File: src/rtl/execute_stage_pkg.sv
// execute_stage_pkg
// Shared encodings for the EX stage: ALU operation codes, operand forward
// selects and multiplier FSM states. Also holds the forward-priority helper
// that is used for both ALU operands.
package execute_stage_pkg;

  // ALUCtrl encodings. Codes not listed here produce a zero result.
  typedef enum logic [2:0] {
    ALU_AND = 3'b000,
    ALU_OR  = 3'b001,
    ALU_ADD = 3'b010,
    ALU_SUB = 3'b110,
    ALU_SLT = 3'b111
  } alu_ctrl_e;

  // Source of a forwarded operand.
  typedef enum logic [1:0] {
    FWD_REG   = 2'b00,
    FWD_EXMEM = 2'b01,
    FWD_WB    = 2'b10
  } fwd_sel_e;

  // Sequential multiplier states.
  typedef enum logic {
    IDLE = 1'b0,
    BUSY = 1'b1
  } mult_state_e;

  // Pick the operand source for register src. The EX/MEM result is younger
  // than the WB value, so it wins when both match. Register 0 is never
  // forwarded because it is hardwired to zero.
  function automatic fwd_sel_e fwd_select(
    input logic [4:0] src,
    input logic [4:0] exmem_dst,
    input logic       exmem_we,
    input logic [4:0] wb_dst,
    input logic       wb_we
  );
    fwd_sel_e sel;
    if (exmem_we && (exmem_dst != 5'd0) && (exmem_dst == src)) begin
      sel = FWD_EXMEM;
    end else if (wb_we && (wb_dst != 5'd0) && (wb_dst == src)) begin
      sel = FWD_WB;
    end else begin
      sel = FWD_REG;
    end
    return sel;
  endfunction

endpackage

File: src/rtl/execute_stage_mult.sv
// mult_seq_unit
// Radix-2 shift-add unsigned multiplier producing a 2*WIDTH-bit product
// into HI/LO. One iteration per cycle; MULT_CYCLES must equal WIDTH.
// Ports:
//   clk, rst : clock and synchronous active-high reset
//   start    : accepted only in IDLE; latches a and b
//   a, b     : multiplicand / multiplier
//   busy     : high while iterating (combinational from the state)
//   hi, lo   : upper / lower product halves, updated on the last iteration
module mult_seq_unit
  import execute_stage_pkg::*;
#(
  parameter int WIDTH       = 32,
  parameter int MULT_CYCLES = 32
) (
  input  logic             clk,
  input  logic             rst,
  input  logic             start,
  input  logic [WIDTH-1:0] a,
  input  logic [WIDTH-1:0] b,
  output logic             busy,
  output logic [WIDTH-1:0] hi,
  output logic [WIDTH-1:0] lo
);

  localparam int CW = $clog2(MULT_CYCLES);
  localparam logic [CW-1:0] CNT_LAST = CW'(MULT_CYCLES - 1);
  localparam logic [CW-1:0] CNT_ONE  = CW'(1);

  mult_state_e          r_state;
  mult_state_e          w_state_next;
  logic [CW-1:0]        r_count;
  logic [2*WIDTH-1:0]   r_mcand;
  logic [2*WIDTH-1:0]   r_acc;
  logic [2*WIDTH-1:0]   w_acc_next;
  logic [WIDTH-1:0]     r_mplier;
  logic [WIDTH-1:0]     r_hi;
  logic [WIDTH-1:0]     r_lo;
  logic                 w_last;

  assign w_last = (r_count == CNT_LAST);
  assign busy   = (r_state == BUSY);
  assign hi     = r_hi;
  assign lo     = r_lo;

  // FSM state register.
  always_ff @(posedge clk) begin
    if (rst) begin
      r_state <= IDLE;
    end else begin
      r_state <= w_state_next;
    end
  end

  // FSM next-state logic; a start during BUSY is ignored.
  always_comb begin
    w_state_next = r_state;
    case (r_state)
      IDLE: begin
        if (start) begin
          w_state_next = BUSY;
        end else begin
          w_state_next = IDLE;
        end
      end
      BUSY: begin
        if (w_last) begin
          w_state_next = IDLE;
        end else begin
          w_state_next = BUSY;
        end
      end
      default: w_state_next = IDLE;
    endcase
  end

  // Accumulator plus the current partial product.
  always_comb begin
    w_acc_next = r_acc;
    if (r_mplier[0]) begin
      w_acc_next = r_acc + r_mcand;
    end else begin
      w_acc_next = r_acc;
    end
  end

  // Iteration datapath. The final sum is written straight into HI/LO on
  // the BUSY->IDLE edge so an MFHI/MFLO in the next cycle sees it.
  always_ff @(posedge clk) begin
    if (rst) begin
      r_count  <= '0;
      r_mcand  <= '0;
      r_mplier <= '0;
      r_acc    <= '0;
      r_hi     <= '0;
      r_lo     <= '0;
    end else begin
      case (r_state)
        IDLE: begin
          if (start) begin
            r_mcand  <= {{WIDTH{1'b0}}, a};
            r_mplier <= b;
            r_acc    <= '0;
            r_count  <= '0;
          end
        end
        BUSY: begin
          r_acc    <= w_acc_next;
          r_mcand  <= r_mcand << 1;
          r_mplier <= r_mplier >> 1;
          r_count  <= r_count + CNT_ONE;
          if (w_last) begin
            r_hi <= w_acc_next[2*WIDTH-1:WIDTH];
            r_lo <= w_acc_next[WIDTH-1:0];
          end
        end
        default: begin
          r_count <= '0;
        end
      endcase
    end
  end

endmodule

File: src/rtl/execute_stage.sv
// execute_stage
// EX stage of the 5-stage MIPS pipeline: operand forwarding, ALU, the
// sequential HI/LO multiplier and the EX/MEM pipeline register.
// Ports:
//   clk, rst                      : clock, synchronous active-high reset
//   readData1/readData2           : rs / rt values from ID/EX
//   signExtImm                    : sign-extended immediate
//   rs, rt, rd                    : register numbers
//   ALUCtrl, ALUSrc, RegDst       : ALU op, B-operand select, dest select
//   RegWrite/memWrite/memRead/memtoReg : controls carried to EX/MEM
//   multStart, mfhi, mflo         : MULTU / MFHI / MFLO in EX
//   wb_data, wb_dst, wb_RegWrite  : write-back bus for forwarding
//   out_ALU, memWriteData, regWriteDst, out_* : registered EX/MEM outputs
//   stall                         : multiplier busy, hold upstream stages
module execute_stage
  import execute_stage_pkg::*;
#(
  parameter int WIDTH       = 32,
  parameter int MULT_CYCLES = 32
) (
  input  logic             clk,
  input  logic             rst,
  input  logic [WIDTH-1:0] readData1,
  input  logic [WIDTH-1:0] readData2,
  input  logic [WIDTH-1:0] signExtImm,
  input  logic [4:0]       rs,
  input  logic [4:0]       rt,
  input  logic [4:0]       rd,
  input  logic [2:0]       ALUCtrl,
  input  logic             ALUSrc,
  input  logic             RegDst,
  input  logic             RegWrite,
  input  logic             memWrite,
  input  logic             memRead,
  input  logic             memtoReg,
  input  logic             multStart,
  input  logic             mfhi,
  input  logic             mflo,
  input  logic [WIDTH-1:0] wb_data,
  input  logic [4:0]       wb_dst,
  input  logic             wb_RegWrite,
  output logic [WIDTH-1:0] out_ALU,
  output logic [WIDTH-1:0] memWriteData,
  output logic [4:0]       regWriteDst,
  output logic             out_RegWrite,
  output logic             out_memWrite,
  output logic             out_memRead,
  output logic             out_memtoReg,
  output logic             stall
);

  logic [WIDTH-1:0] r_out_ALU;
  logic [WIDTH-1:0] r_memWriteData;
  logic [4:0]       r_regWriteDst;
  logic             r_out_RegWrite;
  logic             r_out_memWrite;
  logic             r_out_memRead;
  logic             r_out_memtoReg;

  fwd_sel_e         w_sel_a;
  fwd_sel_e         w_sel_b;
  logic [WIDTH-1:0] w_fwd_a;
  logic [WIDTH-1:0] w_fwd_b;
  logic [WIDTH-1:0] w_b_op;
  logic [WIDTH-1:0] w_alu;
  logic [WIDTH-1:0] w_result;
  logic             w_slt;
  logic             w_busy;
  logic             w_bubble;
  logic [WIDTH-1:0] w_hi;
  logic [WIDTH-1:0] w_lo;

  mult_seq_unit #(
    .WIDTH       (WIDTH),
    .MULT_CYCLES (MULT_CYCLES)
  ) u_mult (
    .clk   (clk),
    .rst   (rst),
    .start (multStart),
    .a     (w_fwd_a),
    .b     (w_fwd_b),
    .busy  (w_busy),
    .hi    (w_hi),
    .lo    (w_lo)
  );

  // Forward-source selection for both operands.
  always_comb begin
    w_sel_a = fwd_select(rs, r_regWriteDst, r_out_RegWrite, wb_dst, wb_RegWrite);
    w_sel_b = fwd_select(rt, r_regWriteDst, r_out_RegWrite, wb_dst, wb_RegWrite);
  end

  // Forwarding muxes.
  always_comb begin
    w_fwd_a = readData1;
    w_fwd_b = readData2;
    case (w_sel_a)
      FWD_EXMEM: w_fwd_a = r_out_ALU;
      FWD_WB:    w_fwd_a = wb_data;
      default:   w_fwd_a = readData1;
    endcase
    case (w_sel_b)
      FWD_EXMEM: w_fwd_b = r_out_ALU;
      FWD_WB:    w_fwd_b = wb_data;
      default:   w_fwd_b = readData2;
    endcase
  end

  assign w_b_op = ALUSrc ? signExtImm : w_fwd_b;
  assign w_slt  = ($signed(w_fwd_a) < $signed(w_b_op));

  // ALU; add/sub wrap without trapping.
  always_comb begin
    w_alu = '0;
    case (ALUCtrl)
      ALU_AND: w_alu = w_fwd_a & w_b_op;
      ALU_OR:  w_alu = w_fwd_a | w_b_op;
      ALU_ADD: w_alu = w_fwd_a + w_b_op;
      ALU_SUB: w_alu = w_fwd_a - w_b_op;
      ALU_SLT: w_alu = {{(WIDTH-1){1'b0}}, w_slt};
      default: w_alu = '0;
    endcase
  end

  // Result select: HI/LO moves override the ALU.
  always_comb begin
    w_result = w_alu;
    if (mfhi) begin
      w_result = w_hi;
    end else if (mflo) begin
      w_result = w_lo;
    end else begin
      w_result = w_alu;
    end
  end

  // MULTU itself and every stalled cycle leave a bubble in EX/MEM.
  assign w_bubble = w_busy | multStart;

  // EX/MEM pipeline register, loaded every cycle.
  always_ff @(posedge clk) begin
    if (rst || w_bubble) begin
      r_out_ALU      <= '0;
      r_memWriteData <= '0;
      r_regWriteDst  <= 5'd0;
      r_out_RegWrite <= 1'b0;
      r_out_memWrite <= 1'b0;
      r_out_memRead  <= 1'b0;
      r_out_memtoReg <= 1'b0;
    end else begin
      r_out_ALU      <= w_result;
      r_memWriteData <= w_fwd_b;
      r_regWriteDst  <= RegDst ? rd : rt;
      r_out_RegWrite <= RegWrite;
      r_out_memWrite <= memWrite;
      r_out_memRead  <= memRead;
      r_out_memtoReg <= memtoReg;
    end
  end

  assign out_ALU      = r_out_ALU;
  assign memWriteData = r_memWriteData;
  assign regWriteDst  = r_regWriteDst;
  assign out_RegWrite = r_out_RegWrite;
  assign out_memWrite = r_out_memWrite;
  assign out_memRead  = r_out_memRead;
  assign out_memtoReg = r_out_memtoReg;
  assign stall        = w_busy;

endmodule

File: config.mk
export PLATFORM = sky130hd
export DESIGN_NAME = execute_stage
export DESIGN_NICKNAME = d
export VERILOG_FILES = /design/src/rtl/execute_stage_pkg.sv /design/src/rtl/execute_stage_mult.sv /design/src/rtl/execute_stage.sv
export SDC_FILE = /design/constraint.sdc
export NUM_CORES = 1
export LEC_CHECK = 0
export BUFFER_PORTS_ARGS = -buffer_cell sky130_fd_sc_hd__buf_2
export CORE_ASPECT_RATIO = 0.5
export CORE_MARGIN = 1
export CORE_UTILIZATION = 30
export CTS_BUF_LIST = sky130_fd_sc_hd__clkbuf_16
export DETAILED_ROUTE_END_ITERATION = 8
export SLEW_MARGIN = 5
export SYNTH_ARGS = -nofsm -noshare
export SYNTH_HDL_FRONTEND = slang
export SYNTH_HIERARCHICAL = 1
export SYNTH_SLANG_ARGS = --single-unit
File: constraint.sdc
create_clock -name clk -period 5.1 [get_ports clk]
set_input_delay 0 -clock clk [delete_from_list [all_inputs] [get_ports clk]]
set_output_delay 0 -clock clk [all_outputs]
set_load 0.05 [all_outputs]
==> out/qor.csv <==
metric,value,unit
outcome,"finished, violations left",
violated checks,design-rule violations,
Port Buffers,236,
"Avg Cell Area, Syn",7.88,um2
worst vdd ir,162,uV
Hold Startpoint,wb_data[24],
register area share after synthesis,27.8,%
placed cell area,24300,um2
Syn Nets,3094,
# IOs,237,
share of cells above drive strength 1,16.6,%
CTS Buf Count,35,
Synth cell types,86,
skew final,0.0234,ns
CTS max path bufs,3,
Max Cap Viol,0,
Residual DRC,5,
CTS sink cnt,303,
power per cell area,255,nW/um2
Initial DRC Count,1886,
Syn Inst Count,2767,
drt total wl,83300,um
Worst Max-Slew Pin Slew,1.20,ns
ys async rst share,0,%
vias in the first global route,20600,
fill cell count,7462,
initial antenna violation count,1,
number of synthesized flops with an enable pin,0,
H-tree Lvls,2,
final hold viol count,0,
Synth Register Bits,303,
Pleak,11.3,nW
critical path arrival,5.41,ns
top_reg_cell synth,dfxtp_1,
Tot GR Track Use,21.8,%
Crit. End Element,register,
WP data required,5.54,ns
total number of vias,21600,
routability congestion estimate,0.939,
Syn-to-layout area delta,18.6,%
worst hold slack,0.00954,ns
Fin Setup TNS,0,ns
TritonCTS clock tree,yes,
Final nets,3319,
RSZ-0062 raised after global routing,yes,
grt total ovfl,0,
post-DR vias/cell,5.43,
Setup Slack @ Placement,0.0741,ns
core box area,71500,um2
Hold Path Stages,4,
Hold Path End,memWriteData[24]$_SDFF_PP0_,
Tmin final,4.96,ns
critical path class,register to register,
full die area,73900,um2
area of the multi-input gates,14700,um2
DR WL/cell,20.9,um
worst-skew pair later-pin latency,0.58,ns
maximum clock rate,0.201,GHz
first-pass detailed-route iteration total,9,
depth of the worst register-to-register path,19,
"antenna viol nets, final",0,
Diodes inserted,0,
Final setup viols,0,
clk root buf,clkbuf_16,
Pwr Total,6.59,mW
worst hold path type,input pin to register,
worst-path fanout max,4,
first-pass GRT wire length,125000,um
# rows,69,
largest net degree at the start of global routing,68,
Die X,383,um
max-slew violation count,0,
reg-to-reg startpoint,regWriteDst[0]$_SDFF_PP0_,
FF/Latch Area,6070,um2
Initial Utilization,30.5,%
yosys warns,6,
DP HPWL,61100,um
design area,25900,um2
Syn Std Cell Area,21800,um2
Die H,193,um
R2R Setup Slk,0.14,ns
CTS clock-pin slew for the worst setup and hold paths,0.06,ns
Slew HR,20.0,%
startpoint types,register,
fin crit share,97.3,%
Final WS setup,0.137,ns
Critical R2R Capture,out_ALU[30]$_SDFF_PP0_,
==> cells in the final DEF, fill, tap and decap left out, types with 11 or more instances in the layout <==
master	instances
o21bai_1	27
or4_1	11
clkbuf_16	35
nor2b_1	13
o211ai_1	11
o21ai_1	62
buf_4	104
a22o_1	43
buf_2	234
a22oi_1	30
nand2_1	232
nand4_1	21
xnor2_1	80
o31ai_1	19
o21a_1	45
dlygate4sd3_1	39
nor3_1	30
xor2_1	33
a31oi_1	25
and3_1	68
o22ai_1	18
a21o_1	52
mux2_2	50
mux2i_1	173
nand3_1	29
nand2b_1	12
a221oi_1	16
o21ai_0	94
a21oi_1	265
dfxtp_1	301
o221ai_1	16
nor2_1	321
inv_1	106
or3_1	17
and2_1	41
a211oi_1	12
ha_1	161
==> metal layers <==
metal	vias up	share of wire, %	wire length [um]	GRT usage [%]
met5	-	0	0	0
met4	0	2.9	2420	6.91
met3	145	6.7	5570	3.20
met2	705	45	37700	35.9
met1	10400	45	37600	29.3
li1	10300	-	-	-
==> worst max path at each step <==
| stage | startpoint | to | slack (ns) | depth (start not counted) |
|---|---|---|---|---|
| 6_report | regWriteDst[0]$_SDFF_PP0_ | out_ALU[30]$_SDFF_PP0_ | 0.14 | 19 |
| 5_1_grt | regWriteDst[0]$_SDFF_PP0_ | out_ALU[29]$_SDFF_PP0_ | -0.02 | 19 |
| 4_1_cts | regWriteDst[2]$_SDFF_PP0_ | out_ALU[29]$_SDFF_PP0_ | 0.01 | 18 |
| 3_5_place_dp | regWriteDst[2]$_SDFF_PP0_ | out_ALU[29]$_SDFF_PP0_ | 0.07 | 18 |
| 3_3_place_gp | wb_dst[4] | out_ALU[28]$_SDFF_PP0_ | 0.09 | 21 |
| 2_1_floorplan | regWriteDst[0]$_SDFF_PP0_ | out_ALU[28]$_SDFF_PP0_ | 0.14 | 18 |
==> cell type report <==
cell class	instances	share of cell area, %
multi-input combinational	2157	56.6
sequential	303	23.5
timing repair buffer	379	9.17
tap	958	4.63
clock buffer	35	3.38
inverter	116	1.68
clock inverter	29	1.03
==> registers in the layout (all words and copies together), names as in the netlist, 5 cells and up <==
| register | flops |
|---|---|
| memWriteData | 32 |
| out_ALU | 32 |
| regWriteDst | 5 |
| u_mult/hi | 32 |
| u_mult/lo | 32 |
| u_mult/r_acc | 64 |
| u_mult/r_count | 5 |
| u_mult/r_mcand | 64 |
| u_mult/r_mplier | 32 |
==> where the power goes <==
part	switching [mW]	leakage [nW]	internal (mW)
combinational	0.912	8.28	0.569
clock	1.19	0.555	1.44
sequential	0.0626	2.46	2.42
==> worst max-delay path, cell delays in order, from the launching register on <==
cell and delay (ns):
dfxtp_1 0.36, or4_1 0.59, o21ai_4 0.23, nor4_4 0.11, buf_4 0.15, nand2_1 0.05
o21ai_1 0.09, mux2_2 0.32, ha_1 0.23, fa_1 0.41, a21o_1 0.19, a221o_1 0.34
a41oi_2 0.28, a31oi_2 0.18, a21oi_2 0.25, o31ai_1 0.12, a21o_1 0.24, a211oi_1 0.30
xor2_1 0.12, o311ai_1 0.26
==> cell usage after synthesis (all sizes together) (50+ instances only) <==
master  count  area share, %
ha        161            9.2
mux2       50            2.6
nor2      323            5.6
a21o       52            1.8
and3       68            2.0
nand2     232            4.0
dfxtp     303             28
inv       113            1.9
xnor2      80            3.2
o21ai     158            3.6
clkbuf    150            2.6
mux2i     173            7.9
a21oi     269            6.2
==> what timing repair did <==
action / CTS / global route
endpoints found under the hold margin: 39 / 0
hold buffers: 39 / 0
setup buffers: 0 / 3
gates resized for setup: 0 / 7
endpoints found under the setup margin: 0 / 18
==> logic make-up after synthesis <==
logic type	count (synthesis)	share of synthesized area (%)
compound gates	827	24.9
fa+ha+maj	164	9.51
mux	223	10.5
flops	303	27.8
xor+xnor	113	4.54
simple gates	830	17.3
buf+inv	307	5.40
==> metrics by stage <==
step                utilization (%)  instances
floorplan                         -       2767
global placement               34.0       3871
detailed placement             34.0       3871
CTS                            36.1       3974
global route                   36.2       3977
finish                         36.2       3977
Power figures use the tool's default switching activity.
